[config.mk]
export PLATFORM = sky130hd
export DESIGN_NAME = uart_rx_deserializer
export DESIGN_NICKNAME = d
export VERILOG_FILES = /design/src/rtl/uart_pkg.sv /design/src/rtl/uart_sync.sv /design/src/rtl/uart_rx_deserializer.sv
export SDC_FILE = /design/constraint.sdc
export NUM_CORES = 1
export LEC_CHECK = 0
export BUFFER_PORTS_ARGS = -buffer_cell sky130_fd_sc_hd__buf_2
export CELL_PAD_IN_SITES_DETAIL_PLACEMENT = 0
export CELL_PAD_IN_SITES_GLOBAL_PLACEMENT = 1
export CORE_ASPECT_RATIO = 0.5
export CORE_UTILIZATION = 43
export CTS_BUF_LIST = sky130_fd_sc_hd__clkbuf_8 sky130_fd_sc_hd__clkbuf_16
export CTS_CLUSTER_SIZE = 40
export DETAILED_ROUTE_END_ITERATION = 6
export HOLD_SLACK_MARGIN = 0.05
export PLACE_DENSITY = 0.8
export SYNTH_ARGS = -nofsm -noshare
export SYNTH_HDL_FRONTEND = slang
export SYNTH_HIERARCHICAL = 1
export SYNTH_SLANG_ARGS = --single-unit
[constraint.sdc]
create_clock -name clk -period 3.8 [get_ports clk]
set_input_delay 0.57 -clock clk [delete_from_list [all_inputs] [get_ports clk]]
set_output_delay 0.57 -clock clk [all_outputs]
set_load 0.02 [all_outputs]
[src/rtl/uart_pkg.sv]
// Shared UART definitions: receive FSM state encoding, word-length limits and
// the word-length clamp used wherever data_bits is latched.
package uart_pkg;

  typedef enum logic [2:0] {
    IDLE,
    START,
    DATA,
    PARITY,
    STOP,
    WAIT_IDLE
  } rx_state_t;

  localparam int DATA_BITS_MIN = 5;
  localparam int DATA_BITS_MAX = 8;

  function automatic logic [3:0] clamp_data_bits(input logic [3:0] bits);
    if (bits < 4'(DATA_BITS_MIN)) begin
      return 4'(DATA_BITS_MIN);
    end else if (bits > 4'(DATA_BITS_MAX)) begin
      return 4'(DATA_BITS_MAX);
    end else begin
      return bits;
    end
  endfunction

endpackage

[src/rtl/uart_sync.sv]
// Multi-flop synchroniser for asynchronous UART line inputs (rxd, CTS, DSR).
// Resets to 1 so an idle line never looks like a start bit out of reset.
module uart_sync #(
  parameter int STAGES = 2
) (
  input  logic i_clk,
  input  logic i_rst_n,
  input  logic i_d,
  output logic o_q
);

  logic [STAGES-1:0] r_sync;

  always_ff @(posedge i_clk) begin
    if (!i_rst_n) begin
      r_sync <= '1;
    end else begin
      r_sync[0] <= i_d;
      for (int i = 1; i < STAGES; i++) begin
        r_sync[i] <= r_sync[i-1];
      end
    end
  end

  assign o_q = r_sync[STAGES-1];

endmodule

[src/rtl/uart_rx_deserializer.sv]
// UART receive engine: oversampled start-bit validation, LSB-first data shift,
// parity and stop checks, and a one-cycle rx_valid pulse with error flags.
module uart_rx_deserializer
  import uart_pkg::*;
#(
  parameter int OVERSAMPLE  = 16,
  parameter int SYNC_STAGES = 2
) (
  input  logic       clk,
  input  logic       rst,
  input  logic       baud_tick,
  input  logic       rxd,
  input  logic [3:0] data_bits,
  input  logic       parity_en,
  input  logic       parity_even,
  input  logic [1:0] stop_bits,
  output logic [7:0] rx_data,
  output logic       rx_valid,
  output logic       parity_err,
  output logic       framing_err,
  output logic       break_det,
  output logic       busy,
  output rx_state_t  dbg_state
);

  localparam int CW = $clog2(OVERSAMPLE);
  localparam logic [CW-1:0] TICK_MID  = CW'(OVERSAMPLE / 2 - 1);
  localparam logic [CW-1:0] TICK_LAST = CW'(OVERSAMPLE - 1);

  rx_state_t     r_state;
  rx_state_t     w_state_next;
  logic [CW-1:0] r_tick;
  logic [2:0]    r_bitcnt;
  logic          r_stopcnt;
  logic [7:0]    r_shreg;
  logic          r_par_bit;
  logic          r_ferr_acc;
  logic [3:0]    r_nbits;
  logic          r_par_en;
  logic          r_par_even;
  logic          r_two_stop;
  logic [7:0]    r_rx_data;
  logic          r_rx_valid;
  logic          r_perr;
  logic          r_ferr;
  logic          r_brk;

  logic          w_rxd_s;
  logic          w_mid;
  logic          w_centre;
  logic [2:0]    w_last_bit;
  logic          w_last_stop;
  logic          w_ferr_final;
  logic          w_frame_done;
  logic [7:0]    w_data_aligned;

  uart_sync #(.STAGES(SYNC_STAGES)) u_sync (
    .i_clk   (clk),
    .i_rst_n (rst),
    .i_d     (rxd),
    .o_q     (w_rxd_s)
  );

  assign w_mid          = baud_tick && (r_tick == TICK_MID);
  assign w_centre       = baud_tick && (r_tick == TICK_LAST);
  assign w_last_bit     = 3'(r_nbits - 4'd1);
  assign w_last_stop    = (r_stopcnt == r_two_stop);
  assign w_ferr_final   = r_ferr_acc | ~w_rxd_s;
  // Bits entered at the MSB end, so short words must be slid down to bit 0.
  assign w_data_aligned = r_shreg >> (4'd8 - r_nbits);

  always_comb begin
    w_state_next = r_state;
    w_frame_done = 1'b0;
    unique case (r_state)
      IDLE:      if (baud_tick && !w_rxd_s) w_state_next = START;
      START:     if (w_mid) w_state_next = w_rxd_s ? IDLE : DATA;
      DATA:      if (w_centre && (r_bitcnt == w_last_bit))
                   w_state_next = r_par_en ? PARITY : STOP;
      PARITY:    if (w_centre) w_state_next = STOP;
      STOP: begin
        if (w_centre && w_last_stop) begin
          w_frame_done = 1'b1;
          w_state_next = w_ferr_final ? WAIT_IDLE : IDLE;
        end
      end
      WAIT_IDLE: if (baud_tick && w_rxd_s) w_state_next = IDLE;
      default:   w_state_next = IDLE;
    endcase
  end

  always_ff @(posedge clk) begin
    if (!rst) begin
      r_state    <= IDLE;
      r_tick     <= '0;
      r_bitcnt   <= '0;
      r_stopcnt  <= 1'b0;
      r_shreg    <= '0;
      r_par_bit  <= 1'b0;
      r_ferr_acc <= 1'b0;
      r_nbits    <= 4'd8;
      r_par_en   <= 1'b0;
      r_par_even <= 1'b0;
      r_two_stop <= 1'b0;
      r_rx_data  <= '0;
      r_rx_valid <= 1'b0;
      r_perr     <= 1'b0;
      r_ferr     <= 1'b0;
      r_brk      <= 1'b0;
    end else begin
      r_state    <= w_state_next;
      r_rx_valid <= 1'b0;
      // The counter restarts on every state change so each sample lands on a bit centre.
      if (w_state_next != r_state) begin
        r_tick <= '0;
      end else if (baud_tick) begin
        r_tick <= (r_tick == TICK_LAST) ? '0 : r_tick + 1'b1;
      end
      unique case (r_state)
        IDLE: begin
          if (w_state_next == START) begin
            r_nbits    <= clamp_data_bits(data_bits);
            r_par_en   <= parity_en;
            r_par_even <= parity_even;
            r_two_stop <= (stop_bits >= 2'd2);
            r_bitcnt   <= '0;
            r_stopcnt  <= 1'b0;
            r_ferr_acc <= 1'b0;
            r_par_bit  <= 1'b0;
          end
        end
        DATA: begin
          if (w_centre) begin
            r_shreg  <= {w_rxd_s, r_shreg[7:1]};
            r_bitcnt <= r_bitcnt + 1'b1;
          end
        end
        PARITY: begin
          if (w_centre) r_par_bit <= w_rxd_s;
        end
        STOP: begin
          if (w_centre) begin
            r_ferr_acc <= w_ferr_final;
            r_stopcnt  <= 1'b1;
            if (w_frame_done) begin
              r_rx_data  <= w_data_aligned;
              r_rx_valid <= 1'b1;
              r_perr     <= r_par_en & (^w_data_aligned ^ r_par_bit ^ ~r_par_even);
              r_ferr     <= w_ferr_final;
              r_brk      <= w_ferr_final && (w_data_aligned == 8'd0) &&
                            (!r_par_en || !r_par_bit);
            end
          end
        end
        default: ;
      endcase
    end
  end

  assign rx_data     = r_rx_data;
  assign rx_valid    = r_rx_valid;
  assign parity_err  = r_perr;
  assign framing_err = r_ferr;
  assign break_det   = r_brk;
  assign busy        = (r_state != IDLE);
  assign dbg_state   = r_state;

endmodule

Yosys cells after proc, flatten, opt, wreduce, memory -nomap -nowiden
Cells that the tools add are included.
Storage, ports and cells
  flip-flop bits (word level): 42
  logic and storage cells: 100
Cells by class
  bitwise logic cells: 7
  equal/unequal tests: 15
  shift operators: 1
  add/subtract/negate cells: 4
  $lt $le $gt $ge: 3
  reductions and logical operators: 27
  mux-type cells: 26
Operator list (number)
  $mux 3: 10
  $pmux 3 s6: 1
  $reduce_and 3->1: 5
  $mux 4: 3
  $logic_and 1x1->1: 8
  $logic_not 8->1: 1
  $ne 2x2->1 const B: 4
  $reduce_xor 8->1: 1
  $shr 8x4->8: 1
  $mux 1: 7
  $eq 3x1->1 const B: 2
  $eq 3x2->1 const B: 2
  $eq 3x3->1 const B: 2
  $pmux 1 s2: 3
  $pmux 3 s2: 1
  $reduce_bool 2->1: 3
  $add 4x1->4 const B: 1
  $eq 4x3->1 const B: 1
  $eq 4x4->1 const B: 1
  $gt 4x4->1 const B: 1
  $lt 4x3->1 const B: 1
  $reduce_and 2->1: 2
  $sub 4x4->4 const A: 1
  $add 3x1->3 const B: 1
  15 further kinds: 20

Logic depth before layout (Yosys ltp)
  word-level depth: 8
  mapped depth: 13
  mapped depth without buffers: 12

Modules after synthesis
The synthesis kept the hierarchy.
Modules (own cells, without submodules)
  uart_rx_deserializer: area an instance 2225.9 um^2, instances 1, cells each 267
  uart_sync: area an instance 52.6 um^2, instances 1, cells each 4

Least setup slack after synthesis
OpenSTA, ideal clock, no wires.
  path kind: register to register
  start: reg r_nbits[0]
  end: reg r_perr, in the netlist parity_err
  slack: 843 ps
  setup time: 76 ps
  period minus slack after synthesis: 2957 ps
  cell stages (with the launch flop): 14
  data required time: 3724 ps
  arrival: 2881 ps
  cell sequence: dfxtp_1 -> buf_2 -> inv_1 -> ha_1 -> clkbuf_1 -> mux4_2 -> mux2_2 -> nand2_1 -> ha_1 -> xnor2_1 -> xnor2_1 -> xnor2_1 -> nand3_1 -> a21boi_0
On the way
  word-level cells in the longest chain between the ends: 6
Ends and longest elaborated chain
  from (decl): line uart_rx_deserializer.sv:38  | logic [3:0] r_nbits;
  from (signal assigned): line uart_rx_deserializer.sv:122  | r_nbits <= clamp_data_bits(data_bits);
  $sub 4x4->4: line uart_rx_deserializer.sv:70  | assign w_data_aligned = r_shreg >> (4'd8 - r_nbits);
  $shr 8x4->8: line uart_rx_deserializer.sv:70
  $reduce_xor 8->1: line uart_rx_deserializer.sv:148  | r_perr <= r_par_en & (^w_data_aligned ^ r_par_bit ^ ~r_par_even);
  $xor 1x1->1 (2 in a row): line uart_rx_deserializer.sv:148
  $and 1x1->1: line uart_rx_deserializer.sv:148
  to (signal assigned): line uart_rx_deserializer.sv:148
  to (decl): line uart_rx_deserializer.sv:44  | logic r_perr;
No other way between the ends.
A chain may end at the register's enable or synchronous reset.

Worst setup path after layout
Ends and elaborated chain as after synthesis.

==> metrics.yaml <==
status:
  status: "finished clean"
power_and_ir_drop:
  p_switching_mw: 0.185
  power_density_nw_per_um2: 307
  swShare_pct: 23.9
  leakage_nw: 0.954
  max-vdd-ir-drop_mv: 0.158
  seqPwrFrac_pct: 58.2
  clockPowerShare_pct: 34.6
  intPower_mw: 0.590
  p_comb_share_pct: 7.2
routing:
  firstDrtPassIters: 4
  routed_wl_microns: 4760
  wl_per_cell_microns: 13.2
  drt_iter0_drc: 53
  vias: 1930
  vias_per_cell: 5.36
  antenna_left: 0
  route.detailed.drc: 0
yosys:
  yosysWarnings: 6
  syn_area_per_cell_sq_um: 8.41
  synth_top_family_by_area: "simple AND/OR/NAND/NOR gates"
  yosysSeqAreaShare_pct: 36.9
  async_reset_ff_share_pct: 0
  synthTopCellsByCount: "55 x nand2_1, 42 x dfxtp_1, 19 x a21boi_0"
  syn_nets: 291
  netlist_area_sq_um: 2280
  synth-seq-cells: 42
  synthCells: 271
  synth_edf_count: 0
  yosys.area.top_type: "dfxtp_1"
  yosysMostFrequentCell: "nand2_1"
  synth_xor_area_share_pct: 6.10
  yosys.area_share.simple_pct: 25.8
  synth_top_flop_cell: "dfxtp_1"
  synth_top_cells_by_area: "dfxtp_1 37%, nand2_1 9.1%, a21boi_0 6.3%"
  synth_fa_ha_area_share_pct: 4.39
  synth_compound_area_share_pct: 16.2
  synth_top_area_share_pct: 36.9
  synth.area.mux_share_pct: 7.14
  yosysUniqueCellTypes: 45
global_routing:
  grt_pass1_wl_microns: 7800
  antenna_found_initial: 0
  grt_max_degree: 42
  grt_remaining_overflow: 0
  groute.usage.overall_pct: 17.8
  grt_pass1_vias: 1660
final_layout:
  fin_util_pct: 50.5
  n_antenna_cell: 0
  nNetsFinal: 310
  area_delta_synth_final_pct: 10.7
  layout-drive-gt1-share_pct: 14.1
cts:
  cts_setup_buffers: 0
  htreeDepth: 2
  clock-sinks: 42
  cts.hold.buffers_added: 0
  clk_latency_ns: 0.29
  clk_pin_slew_worst_paths_ns: 0.08
  clock_path_buffers: 2
  cts-root-buf: "clkbuf_8"
  numCtsBuffers: 5
  cts_resized: 0
  cts_tree: "built"
timing:
  finalSetupTns_ns: 0
  rsz0062_at_grt: "false"
  fmax_mhz: 348
  hold_ws_ns: 0.419
  worst_pin_slew_ns: 0.650
  period_needed_ns: 2.88
  worst_slack_ns: 0.924
  fin_crit_sh_pct: 75.7
  finalClockSkew_ns: 0.00605
  finalSetupViolations: 0
  drv_slew: 0
  slew_headroom_pct: 56.6
  hold_violations: 0
critical_path:
  crit_slowest_cell: "xor2_1"
  cpMostUsedCell: "xnor2_1"
  cp-start-kind: "flop"
  arrival_ns: 3.09
  setup.worst_path.end_class: "flop"
  worst_ep_required_time_ns: 4.02
  cp_cell_sequence: "inv_1 > ha_1 > xor2_1 > nand2_1 > or3_1 > ha_1 > xnor2_1 > xnor2_1 > xnor2_1 > nand3_1 > a21boi_0"
  cpPeakStageDelay_ns: 0.51
  cp_max_fo: 8
  worstSetupPathType: "flop to flop"
place:
  gp_congestion: 0.781
  io_buffers: 26
  post-place-ws_ns: 0.974
  hpwl_microns: 3390
worst_hold_path:
  hold_class: "flop to flop"
floorplanning:
  ios: 28
  dieArea_sq_um: 5610
  dieHeight_microns: 53.5
  start_util_pct: 45.6
  die_w_microns: 105
  core_sq_um: 5000
  fp-row-count: 18
flow_run:
  cap_violations: 0
==> layer usage <==
metal	share of wire [%]	wire length [microns]	up-vias	track usage, %
li1	-	-	987	-
met1	52	2490	920	23.7
met2	45	2120	23	30.2
met3	3.1	148	0	5.05
met4	0	0	0	1.41
met5	0	0	-	0
==> power by group through the flow <==
stage	clock, mW	combinational, mW	sequential [mW]
CTS	0.276	0.0558	0.451
finish	0.268	0.0556	0.451
floorplan	0	0.0420	0.459
detailed placement	0	0.0555	0.461
global route	0.299	0.0620	0.452
global placement	0	0.0543	0.461
==> cell type report <==
| type | count | area (sq um) |
|---|---|---|
| Timing Repair Buffer | 28 | 145 |
| Fill cell | 511 | 2480 |
| Inverter | 4 | 15.0 |
| Clock buffer | 5 | 68.8 |
| Clock inverter | 2 | 7.51 |
| Tap cell | 70 | 87.6 |
| Sequential cell | 42 | 841 |
| Multi-Input combinational cell | 209 | 1360 |
==> through the flow <==
| step | total power, mW | cell area [sq um] | instances |
|---|---|---|---|
| 2_1_floorplan | 0.501 | 2280 | 271 |
| 3_3_place_gp | 0.515 | 2450 | 353 |
| 3_5_place_dp | 0.517 | 2450 | 353 |
| 4_1_cts | 0.783 | 2520 | 360 |
| 5_1_grt | 0.813 | 2520 | 360 |
| 6_report | 0.775 | 2520 | 360 |
==> worst paths after layout <==
kind                            cells after the start             start  slack (ns)          endpoint
worst max-delay path                               11        r_nbits[0]        0.92        parity_err
worst min-delay path                                1  u_sync/r_sync[0]        0.42  u_sync/r_sync[1]
worst max register to register                     11        r_nbits[0]        0.92        parity_err
worst min register to register                      1  u_sync/r_sync[0]        0.42  u_sync/r_sync[1]
==> sequential cells by signal, summed over array words and instances (netlist names), 2 cells and up <==
name           cells
dbg_state          3
r_shreg            8
u_sync/r_sync      2
r_bitcnt           3
r_tick             4
r_nbits            4
rx_data            8
==> placed cells by master, fill, tap and decap left out, types with 2 or more instances in the layout <==
cell / count
nor2_1: 10
ha_1: 8
xor2_1: 2
nand2b_1: 3
nand3_1: 12
o21ai_0: 14
nand2_1: 55
a21boi_0: 19
buf_2: 26
mux2_2: 2
nor2b_1: 8
nor3_1: 8
nand4b_1: 2
xnor2_1: 11
and4_1: 2
and2_1: 5
nand4_1: 5
mux2i_1: 5
mux4_2: 4
and3_1: 3
nor4b_1: 2
clkbuf_8: 5
a21oi_1: 6
inv_1: 6
buf_4: 2
dfxtp_1: 42
a31oi_1: 4
==> worst max-delay path: cells and delay by family, from the launching register on <==
family | cells | cell delay [ns]
XOR/XNOR | 4 | 1.03
AND/OR/NAND/NOR | 3 | 0.69
adder cells (fa/ha/maj) | 2 | 0.53
flip-flops | 1 | 0.33
AO/OA/AOI/OAI | 1 | 0.15
buffers and inverters | 1 | 0.08
==> kinds of logic after synthesis <==
logic type               after synthesis
AND/OR/NAND/NOR                      121
AO/OA/AOI/OAI                         55
flip-flops                            42
buffers and inverters                 20
XOR/XNOR                              14
multiplexers                          11
adder cells (fa/ha/maj)                8
(Power assumes the default switching activity.)
